[src/rtl/sdram_port_arbiter.sv]
// Shares one SDRAM controller port among NUM_CLIENTS requesters with round-robin arbitration.
// Each client has a one-deep request slot; only one transaction is outstanding downstream.
module sdram_port_arbiter #(
  parameter int NUM_CLIENTS       = 3,
  parameter int PORT_ADDR_WIDTH   = 12,
  parameter int DATA_WIDTH        = 16,
  parameter int DQM_WIDTH         = 2,
  parameter int PORT_OUTPUT_WIDTH = 32
) (
  input  logic                                     clk,
  input  logic                                     reset,
  input  logic [NUM_CLIENTS*PORT_ADDR_WIDTH-1:0]   cl_addr,
  input  logic [NUM_CLIENTS*DATA_WIDTH-1:0]        cl_data,
  input  logic [NUM_CLIENTS*DQM_WIDTH-1:0]         cl_byte_en,
  input  logic [NUM_CLIENTS-1:0]                   cl_wr,
  input  logic [NUM_CLIENTS-1:0]                   cl_rd,
  output logic [NUM_CLIENTS*PORT_OUTPUT_WIDTH-1:0] cl_q,
  output logic [NUM_CLIENTS-1:0]                   cl_available,
  output logic [NUM_CLIENTS-1:0]                   cl_ready,
  output logic [PORT_ADDR_WIDTH-1:0]               dn_addr,
  output logic [DATA_WIDTH-1:0]                    dn_data,
  output logic [DQM_WIDTH-1:0]                     dn_byte_en,
  output logic                                     dn_wr,
  output logic                                     dn_rd,
  input  logic [PORT_OUTPUT_WIDTH-1:0]             dn_q,
  input  logic                                     dn_available,
  input  logic                                     dn_ready
);
  localparam int GW = $clog2(NUM_CLIENTS);
  localparam logic [1:0] S_IDLE  = 2'd0;
  localparam logic [1:0] S_ISSUE = 2'd1;
  localparam logic [1:0] S_WAIT  = 2'd2;
  localparam logic [GW-1:0] LAST = GW'(NUM_CLIENTS - 1);

  logic [1:0]                               state_q, state_d;
  logic [NUM_CLIENTS-1:0]                   pending_q, accept, done_mask, ready_q;
  logic [GW-1:0]                            rr_ptr_q, grant_q, pick;
  logic                                     found, complete, cur_wr_q;
  logic [PORT_ADDR_WIDTH-1:0]               slot_addr_q [NUM_CLIENTS];
  logic [DATA_WIDTH-1:0]                    slot_data_q [NUM_CLIENTS];
  logic [DQM_WIDTH-1:0]                     slot_be_q   [NUM_CLIENTS];
  logic [NUM_CLIENTS-1:0]                   slot_wr_q;
  logic [PORT_ADDR_WIDTH-1:0]               dn_addr_q;
  logic [DATA_WIDTH-1:0]                    dn_data_q;
  logic [DQM_WIDTH-1:0]                     dn_be_q;
  logic [NUM_CLIENTS*PORT_OUTPUT_WIDTH-1:0] cl_q_q;

  // Strobes on a client with a request already buffered are dropped.
  assign accept   = (cl_wr | cl_rd) & ~pending_q;
  assign complete = (state_q == S_WAIT) && dn_ready;

  // First pending client at or after the round-robin pointer, wrapping.
  always_comb begin
    found = 1'b0;
    pick  = '0;
    for (int k = 0; k < NUM_CLIENTS; k++) begin
      int idx;
      idx = int'(rr_ptr_q) + k;
      if (idx >= NUM_CLIENTS) idx = idx - NUM_CLIENTS;
      if (!found && pending_q[idx[GW-1:0]]) begin
        found = 1'b1;
        pick  = idx[GW-1:0];
      end
    end
  end

  always_comb begin
    state_d = state_q;
    case (state_q)
      S_IDLE:  if (found) state_d = S_ISSUE;
      S_ISSUE: if (dn_available) state_d = S_WAIT;
      S_WAIT:  if (dn_ready) state_d = S_IDLE;
      default: state_d = S_IDLE;
    endcase
  end

  always_comb begin
    done_mask = '0;
    if (complete) done_mask[grant_q] = 1'b1;
  end

  always_ff @(posedge clk) begin
    for (int i = 0; i < NUM_CLIENTS; i++) begin
      if (accept[i]) begin
        slot_addr_q[i] <= cl_addr[i*PORT_ADDR_WIDTH +: PORT_ADDR_WIDTH];
        slot_data_q[i] <= cl_data[i*DATA_WIDTH +: DATA_WIDTH];
        slot_be_q[i]   <= cl_byte_en[i*DQM_WIDTH +: DQM_WIDTH];
        slot_wr_q[i]   <= cl_wr[i];
      end
    end
  end

  always_ff @(posedge clk) begin
    if (reset) begin
      state_q   <= S_IDLE;
      pending_q <= '0;
      rr_ptr_q  <= '0;
      grant_q   <= '0;
      cur_wr_q  <= 1'b0;
      ready_q   <= '0;
      cl_q_q    <= '0;
      dn_addr_q <= '0;
      dn_data_q <= '0;
      dn_be_q   <= '0;
    end else begin
      state_q   <= state_d;
      pending_q <= (pending_q | accept) & ~done_mask;
      ready_q   <= done_mask;
      if (state_q == S_IDLE && found) begin
        grant_q   <= pick;
        cur_wr_q  <= slot_wr_q[pick];
        dn_addr_q <= slot_addr_q[pick];
        dn_data_q <= slot_data_q[pick];
        dn_be_q   <= slot_be_q[pick];
      end
      // Completed client goes last in the next search.
      if (complete) begin
        rr_ptr_q <= (grant_q == LAST) ? '0 : grant_q + 1'b1;
        if (!cur_wr_q) cl_q_q[int'(grant_q)*PORT_OUTPUT_WIDTH +: PORT_OUTPUT_WIDTH] <= dn_q;
      end
    end
  end

  assign cl_available = ~pending_q;
  assign cl_ready     = ready_q;
  assign cl_q         = cl_q_q;
  assign dn_addr      = dn_addr_q;
  assign dn_data      = dn_data_q;
  assign dn_byte_en   = dn_be_q;
  assign dn_wr        = (state_q == S_ISSUE) && dn_available && cur_wr_q;
  assign dn_rd        = (state_q == S_ISSUE) && dn_available && !cur_wr_q;

endmodule
[config.mk]
export PLATFORM = sky130hd
export DESIGN_NAME = sdram_port_arbiter
export DESIGN_NICKNAME = d
export VERILOG_FILES = /design/src/rtl/sdram_port_arbiter.sv
export SDC_FILE = /design/constraint.sdc
export NUM_CORES = 1
export LEC_CHECK = 0
export CAP_MARGIN = 10
export CORE_AREA = 4 4 115 160
export CTS_CLUSTER_SIZE = 20
export DETAILED_ROUTE_END_ITERATION = 6
export DIE_AREA = 0 0 119 164
export DONT_BUFFER_PORTS = 1
export MAX_ROUTING_LAYER = met4
export PLACE_DENSITY = 0.68
export SLEW_MARGIN = 10
export SYNTH_ARGS = -nofsm -noshare
export SYNTH_HDL_FRONTEND = slang
export SYNTH_SLANG_ARGS = --single-unit
[constraint.sdc]
create_clock -name clk -period 4.7 [get_ports clk]
set_clock_uncertainty 0.1 [all_clocks]
set_input_delay 0.94 -clock clk [delete_from_list [all_inputs] [get_ports clk]]
set_output_delay 0.94 -clock clk [all_outputs]
set_load 0.05 [all_outputs]
# After elaboration in Yosys (flattened, before gate mapping)
# Memory sizes are Yosys's and may differ from the RTL's. A register that Yosys moved wholly into a read port is not among the register bits.
# Index checks and enable logic that the tools add are counted.
[totals]
input_bits = 132
register_bits = 112
ramBits = 90
word_cells = 90
out_inout_bits = 134
mem_count = 3
[classes]
addsub = 7
eq_ne = 6
magnitude_cmp = 9
bitwise_logic = 7
reduce_logical = 14
mux = 32
shift = 2
[memory_table]
columns = ["name", "words", "word_bits", "rd", "rd_ports_with_merged_regs", "wr", "line", "rtl"]
rows = [
  ["slot_data_q", 3, 16, 1, 1, 3, "40", "logic [DATA_WIDTH-1:0] slot_data_q [NUM_CLIENTS];"],
  ["slot_addr_q", 3, 12, 1, 1, 3, "39", "logic [PORT_ADDR_WIDTH-1:0] slot_addr_q [NUM_CLIENTS];"],
  ["slot_be_q", 3, 2, 1, 1, 3, "41", "logic [DQM_WIDTH-1:0] slot_be_q [NUM_CLIENTS];"],
]
[ops]
columns = ["operator", "n"]
rows = [
  ["$bwmux 96", 1],
  ["$shift 32x33->96 const A", 1],
  ["$shiftx 32x33->96", 1],
  ["$neg 7->33", 1],
  ["$mux 2", 10],
  ["$lt 2x3->1 const B", 5],
  ["$mux 1", 14],
  ["$bmux 1 s2", 4],
  ["$logic_and 1x1->1", 8],
  ["$and 3x3->3", 2],
  ["$ge 3x2->1 const B", 2],
  ["$ne 2x2->1 const B", 3],
  ["$not 3->3", 2],
  ["$or 3x3->3", 2],
  ["$pmux 2 s3", 1],
  ["$sub 2x2->2 const B", 3],
  ["$eq 2x2->1 const B", 2],
  ["$add 2x1->3 const B", 1],
  ["$add 2x2->3 const B", 1],
  ["$logic_not 1->1", 3],
  ["$mux 3", 1],
  ["$reduce_and 3->1", 1],
  ["$add 2x1->2 const B", 1],
  ["$demux 1 s2", 1],
  ["other kinds (6)", 6],
]

# Logic depth before layout (Yosys ltp)
# Gate-level depths: netlist (run 1).
[depth]
ltp_word = 13
ltp_mapped = 11
mapped_depth_nobuf = 8

# Worst setup path after synthesis (run 1)
# No wires, ideal clock.
[synth_timing]
kind = "input to output"
from = "input dn_available"
to = "output dn_rd"
cell_stages = 2
arrival_time_ps = 2076
setup_slack_ps = 1584
path_cell_list = "nand2_1 > nor3_1"
[synth_via]
elab_chain_cells = 2
[synth_rtl]
columns = ["item", "line", "rtl"]
rows = [
  ["start: declaration", "26", "input logic dn_available,"],
  ["$logic_and 1x1->1 (2 in series)", "131", "assign dn_rd = (state_q == S_ISSUE) && dn_available && !cur_wr_q;"],
  ["end: declaration", "24", "output logic dn_rd,"],
]
# Every way passes these cells.

# Worst setup path after layout (run 1)
[layout_timing]
from = "register rr_ptr_q[0]"
to = "register dn_data_q[7] (netlist: dn_data[7]), read port of slot_data_q"
[layout_via]
elab_chain_cells = 12
word_cells_on_any_way = 28
[layout_rtl]
columns = ["item", "line", "rtl"]
rows = [
  ["start: declaration", "37", "logic [GW-1:0] rr_ptr_q, grant_q, pick;"],
  ["start signal: assignment", "118", "rr_ptr_q <= (grant_q == LAST) ? '0 : grant_q + 1'b1;"],
  ["parallel branches: the longest is 12 deep, another holds $add 2x1->3", "-", ""],
  ["end: declaration", "44", "logic [DATA_WIDTH-1:0] dn_data_q;"],
]
# Parallel ways; which one is timed is not known. The select of a mux whose other input is x is not followed.
# A chain may end at the register's enable or synchronous reset.

==> run metrics, run 1 <==
mapped cell area 9164 um^2; DRT iter0 DRCs about 530; Post-synth EDFFs just over 90; Initial Utilization 0.5427; busiest grt layer met2; FP Rows 56; met3 GRT Util 0.07682; Synth Flop Type dfxtp_1; H-tree levels 1; worst path required time around 5000 ps; slew of the pin with the lowest slew margin 1176 ps; Fill cells roughly 1400; post-CTS setup buffers 0; Synth cell types 39; GPL Wtd Cong 0.8753; internal power about 3.4 mW; worst path cell trace inv_1 -> ha_1 -> mux2i_1 -> or2_0 -> a211oi_4 -> buf_4 -> or2_2 -> a211oi_2 -> o32ai_2; sequential fraction of the synthesis area 0.6084; Slew headroom 0.2142; crit path time final roughly 3600 ps; drc violations 0; vias per inst approximately 5.9; CP max-delay cell or2_2; Slew Limit Fails 0; # setup viols final 0; Crit path max-delay family simple AND/OR/NAND/NOR gates; Total GRT Usage 0.2484; clock power share 0.389; achievable frequency 276.5 MHz; Routed WL roughly 24000 um; crit path max fanout 32; share of layout cells above drive strength 1 0.1376; CTS tree done; area of the die 19520 um^2; area added between synthesis and finish 9.490%; combinational fraction of design power 0.085; outcome complete, no violations; DRT Pass-1 Iters 7; Root Buffer clkbuf_16; CP bufs+invs 2; Clock Tree Buf Depth 3; routed vias between 6000 and 7000; Max VDD drop 0.3052 mV; Synth Warn # 0; Worst Setup End Kind flop; clock-pin slew on the worst setup and hold paths 60 ps; CTS resizes 0; Non-Filler Instances approximately 1100; # port buffers 0; wire per inst roughly 23 um; max incr delay on CP 860 ps; PD cells 457.4 nW/um^2; I/O Pins around 270; fin nets 977; Congestion Overflow GR 0; HP Class flop to flop; vias in the first global route roughly 6700; worst skew pair latency about 500 ps; TNS Setup 0 ps; worst hold start rr_ptr_q[0]; P_sw ~1.2 mW; placed insts 1042; commonest non-fill, non-tap cell in the layout dfxtp_1; fin crit share 0.7695; area of the multi-input gates roughly 3200 um^2; dpl hpwl between 15000 and 20000 um; most frequent cells in the layout dfxtp_1, nand2_1, a21oi_1, nand3_1, edfxtp_1; WP data arrival between 3000 and 4000 ps; met2 Usage GRT 0.4299; unrepaired setup endpoints after global routing false; die height 164 um; Seq pwr share 0.527; Startpoint Class flop; die width around 120 um; largest net degree at the start of global routing between 100 and 150; Mapped Cells between 800 and 900; crit path launch rr_ptr_q[0]; syn nets 1010; type of the worst setup path flop to flop; Crit Reg-Reg Startpoint rr_ptr_q[0]; hold_buf cts 0; Sink Count ~230; Leak Pwr 3.410 nW; met1 Use GR 0.2773; Core Box Area between 15000 and 20000 um^2; Post-synth ARST share 0; Mean Syn Cell Area 10.56 um^2; first-pass GRT wire length 37540 um; Sw Ratio 0.2609; Num CTS Buffers 22; Final Util 0.5942; register area 5575 um^2; antenna violations before repair 3; number of synthesized register bits ~230; antenna-violating nets left 0; max_cap viols 0; Final Hold Viols 0
-- power by group through the flow --
| stage | sequential [mW] | combinational, mW | clock, mW |
|---|---|---|---|
| after floorplan | 2.43 | 0.329 | 0 |
| after global placement | 2.46 | 0.374 | 0 |
| after detailed placement | 2.46 | 0.391 | 0 |
| after CTS | 2.42 | 0.392 | 1.82 |
| after global routing | 2.43 | 0.424 | 1.90 |
| final | 2.42 | 0.388 | 1.78 |
-- through the flow --
stage                     setup slack (ps)  cell area (um^2)  hold WS, ps  power [mW]
final                                 1083             10030        405.9       4.589
after global placement                1282              9268        376.4       2.832
after CTS                             1058             10010        381.3       4.630
after floorplan                       1584              9164        369.2       2.762
after detailed placement              1103              9268        390.2       2.852
after global routing                 833.9             10030        378.7       4.754
-- synthesized netlist by cell type (2+ instances only) --
master	number	area (um^2)
dfxtp_1	139	2783
nand2_1	138	518.0
a21oi_1	100	500.5
nand3_1	97	485.5
edfxtp_1	93	2793
nor2_1	78	292.8
clkbuf_1	52	195.2
inv_1	41	153.9
a211oi_2	29	362.9
o32ai_2	23	374.1
ha_1	10	125.1
o32ai_1	8	70.07
buf_2	7	35.03
buf_6	6	67.56
nor3b_1	6	45.04
a211oi_1	5	37.54
and3_1	4	25.02
mux2i_1	4	40.04
a221oi_1	3	26.28
nand3b_1	3	22.52
nor3_1	2	10.01
o21ai_1	2	10.01
or2_1	2	12.51
-- sequential cells by signal, summed over array words and instances (netlist names) --
name         cells
state_q          2
slot_wr_q        3
dn_addr         12
cl_ready         3
cl_q            96
pending_q        3
slot_data_q     48
slot_addr_q     36
rr_ptr_q         2
cur_wr_q         1
slot_be_q        6
dn_byte_en       2
dn_data         16
grant_q          2
-- layout make-up --
cell class                      count  area share
Sequential cell                   232      0.5557
Multi-Input combinational cell    525      0.3151
Clock buffer                       36     0.07220
Tap cell                          232     0.02893
Inverter                           42     0.01571
Timing Repair Buffer               12    0.009727
Clock inverter                      3    0.001871
Antenna cell                        3   0.0007482
-- tightest hold or removal path: cells and delay by family, from the launching register on --
family / cells / cell delay, ps
DFF: 1 / 350
and+or+nand+nor: 1 / 70
AOI/OAI and AO/OA: 1 / 50
-- routing by layer --
layer | share of wire | routed length (um) | up-vias
met5 | 0 | 0 | -
met4 | 0.025 | 605 | 0
met3 | 0.10 | 2494 | 47
met2 | 0.52 | 12750 | 313
met1 | 0.35 | 8575 | 3122
li1 | - | - | 2960
-- worst paths after layout --
kind | end | slack, ps | cells after the start
worst min register to register | rr_ptr_q[0] | 410 | 2
worst max register to register | dn_data[7] | 1080 | 9
worst max-delay path | dn_data[7] | 1080 | 9
worst min-delay path | rr_ptr_q[0] | 410 | 2
-- logic make-up (layout without fill, tap and decap cells) --
group / after synthesis / in the layout / share of synthesized area
AND/OR/NAND/NOR: 334 / 334 / 0.1588
other: 0 / 3 / 0
multiplexers: 5 / 5 / 0.005598
buffers and inverters: 111 / 93 / 0.05407
adder cells (fa/ha/maj): 10 / 10 / 0.01365
flip-flops: 232 / 232 / 0.6084
AO/OA/AOI/OAI: 176 / 176 / 0.1595
(Power assumes the default switching activity.)
==> run 2: changes to the inputs <==
- PLACE_DENSITY: 0.68 -> 0.71
- clock period: 4.7 -> 3.25 ns (I/O delays scaled with it)
==> run metrics, run 2 (synthesized netlist as in run 1, its figures left out) <==
CP bufs+invs 1; Leak Pwr roughly 3.4 nW; Clock Tree Buf Depth 3; FP Rows 56; max incr delay on CP approximately 640 ps; worst path required time around 3600 ps; Routed WL 24060 um; outcome complete, no violations; DRT iter0 DRCs around 440; Sink Count 232; final worst slack 312.8 ps; largest net degree at the start of global routing 110; TNS Setup 0 ps; internal power between 4 and 5 mW; fin crit share 0.9037; worst path cell trace inv_1 -> ha_1 -> or2_4 -> a32oi_4 -> nor3b_4 -> nor3_2 -> or2_2 -> o32ai_2; Root Buffer clkbuf_16; max reg flops 96; HP Class primary input to flop; wire per inst approximately 22 um; Congestion Overflow GR 0; achievable frequency approximately 340 MHz; Core Box Area approximately 17000 um^2; die height between 150 and 200 um; Startpoint Class flop; DP Worst Slack 195.8 ps; GPL Wtd Cong ~0.84; Initial Utilization 0.5427; die width about 120 um; Sw Ratio 0.2644; Slew headroom 0.3784; Slew Limit Fails 0; unrepaired setup endpoints after global routing false; H-tree levels 1; Total Power between 6 and 7 mW; Max VDD drop between 0.3 and 0.4 mV; antenna violations before repair 3; vias in the first global route 6332; WHS 117.6 ps; Num CTS Buffers 22; WP data arrival 3250 ps; vias per inst ~5.8; area of the multi-input gates roughly 3200 um^2; # port buffers 0; DRT Pass-1 Iters 4; crit path max fanout 31; CTS tree done; fin nets between 900 and 1000; first-pass GRT wire length 36540 um; CP max-delay cell or2_2; type of the worst setup path flop to flop; # setup viols final 0; clock-pin slew on the worst setup and hold paths ~70 ps; register area roughly 5600 um^2; Worst Setup End Kind flop; combinational fraction of design power 0.087; area added between synthesis and finish 10.12%; antenna-violating nets left 0; dpl hpwl 15890 um; Crit path max-delay family simple AND/OR/NAND/NOR gates; Final Hold Viols 0; area of the die between 15000 and 20000 um^2; worst skew pair latency roughly 500 ps; most frequent cells in the layout dfxtp_1, nand2_1, a21oi_1, nand3_1, edfxtp_1; Total GRT Usage 0.2425; crit path time final 2937 ps; P_sw approximately 1.7 mW; slew of the pin with the lowest slew margin a little over 900 ps; clock power share 0.385; share of layout cells above drive strength 1 0.1490; Seq pwr share 0.528; drc violations 0; routed vias between 6000 and 7000; Fill cells around 1400; max_cap viols 0; commonest non-fill, non-tap cell in the layout dfxtp_1; hold_buf cts 0; PD cells 654.6 nW/um^2; I/O Pins between 200 and 300
run 2: per-layer routing:
metal	share of wire	track usage	up-vias
met1	0.38	0.2784	3086
met4	0.016	0.06009	0
met3	0.079	0.06235	36
li1	-	-	2986
met2	0.53	0.4253	252
met5	0	-	-
run 2: layout make-up:
class	count	area share
Clock inverter	7	0.004092
Clock buffer	32	0.06782
Timing Repair Buffer	21	0.01686
Sequential cell	232	0.5525
Tap cell	232	0.02877
Multi-Input combinational cell	525	0.3136
Inverter	42	0.01562
Antenna cell	3	0.0007440
run 2: final timing paths:
check,start,to,slack (ps),cells past startpoint
min reg2reg,rr_ptr_q[0],rr_ptr_q[0],400,2
min,reset,cl_q[81],120,1
max reg2reg,rr_ptr_q[0],dn_data[12],310,8
max,rr_ptr_q[0],dn_data[12],310,8
run 2: timing repair:
action                                  CTS  global route
gates resized for setup                   0             1
buffers inserted                          0             0
endpoints found under the setup margin    0             4
run 2: power by group through the flow:
stage	Clock [mW]	Combinational, mW	Sequential, mW
detailed placement	0	0.574	3.56
floorplan	0	0.475	3.52
CTS	2.58	0.576	3.49
finish	2.54	0.573	3.49
global placement	0	0.564	3.55
global route	2.70	0.620	3.50
run 2: through the flow:
stage                     instance area (um^2)  utilization  std cells
after floorplan                           9164            -        868
after global placement                    9355       0.5540       1052
after detailed placement                  9355       0.5540       1052
after CTS                                10080       0.5970       1091
after global routing                     10090       0.5976       1094
final                                    10090       0.5976       1094
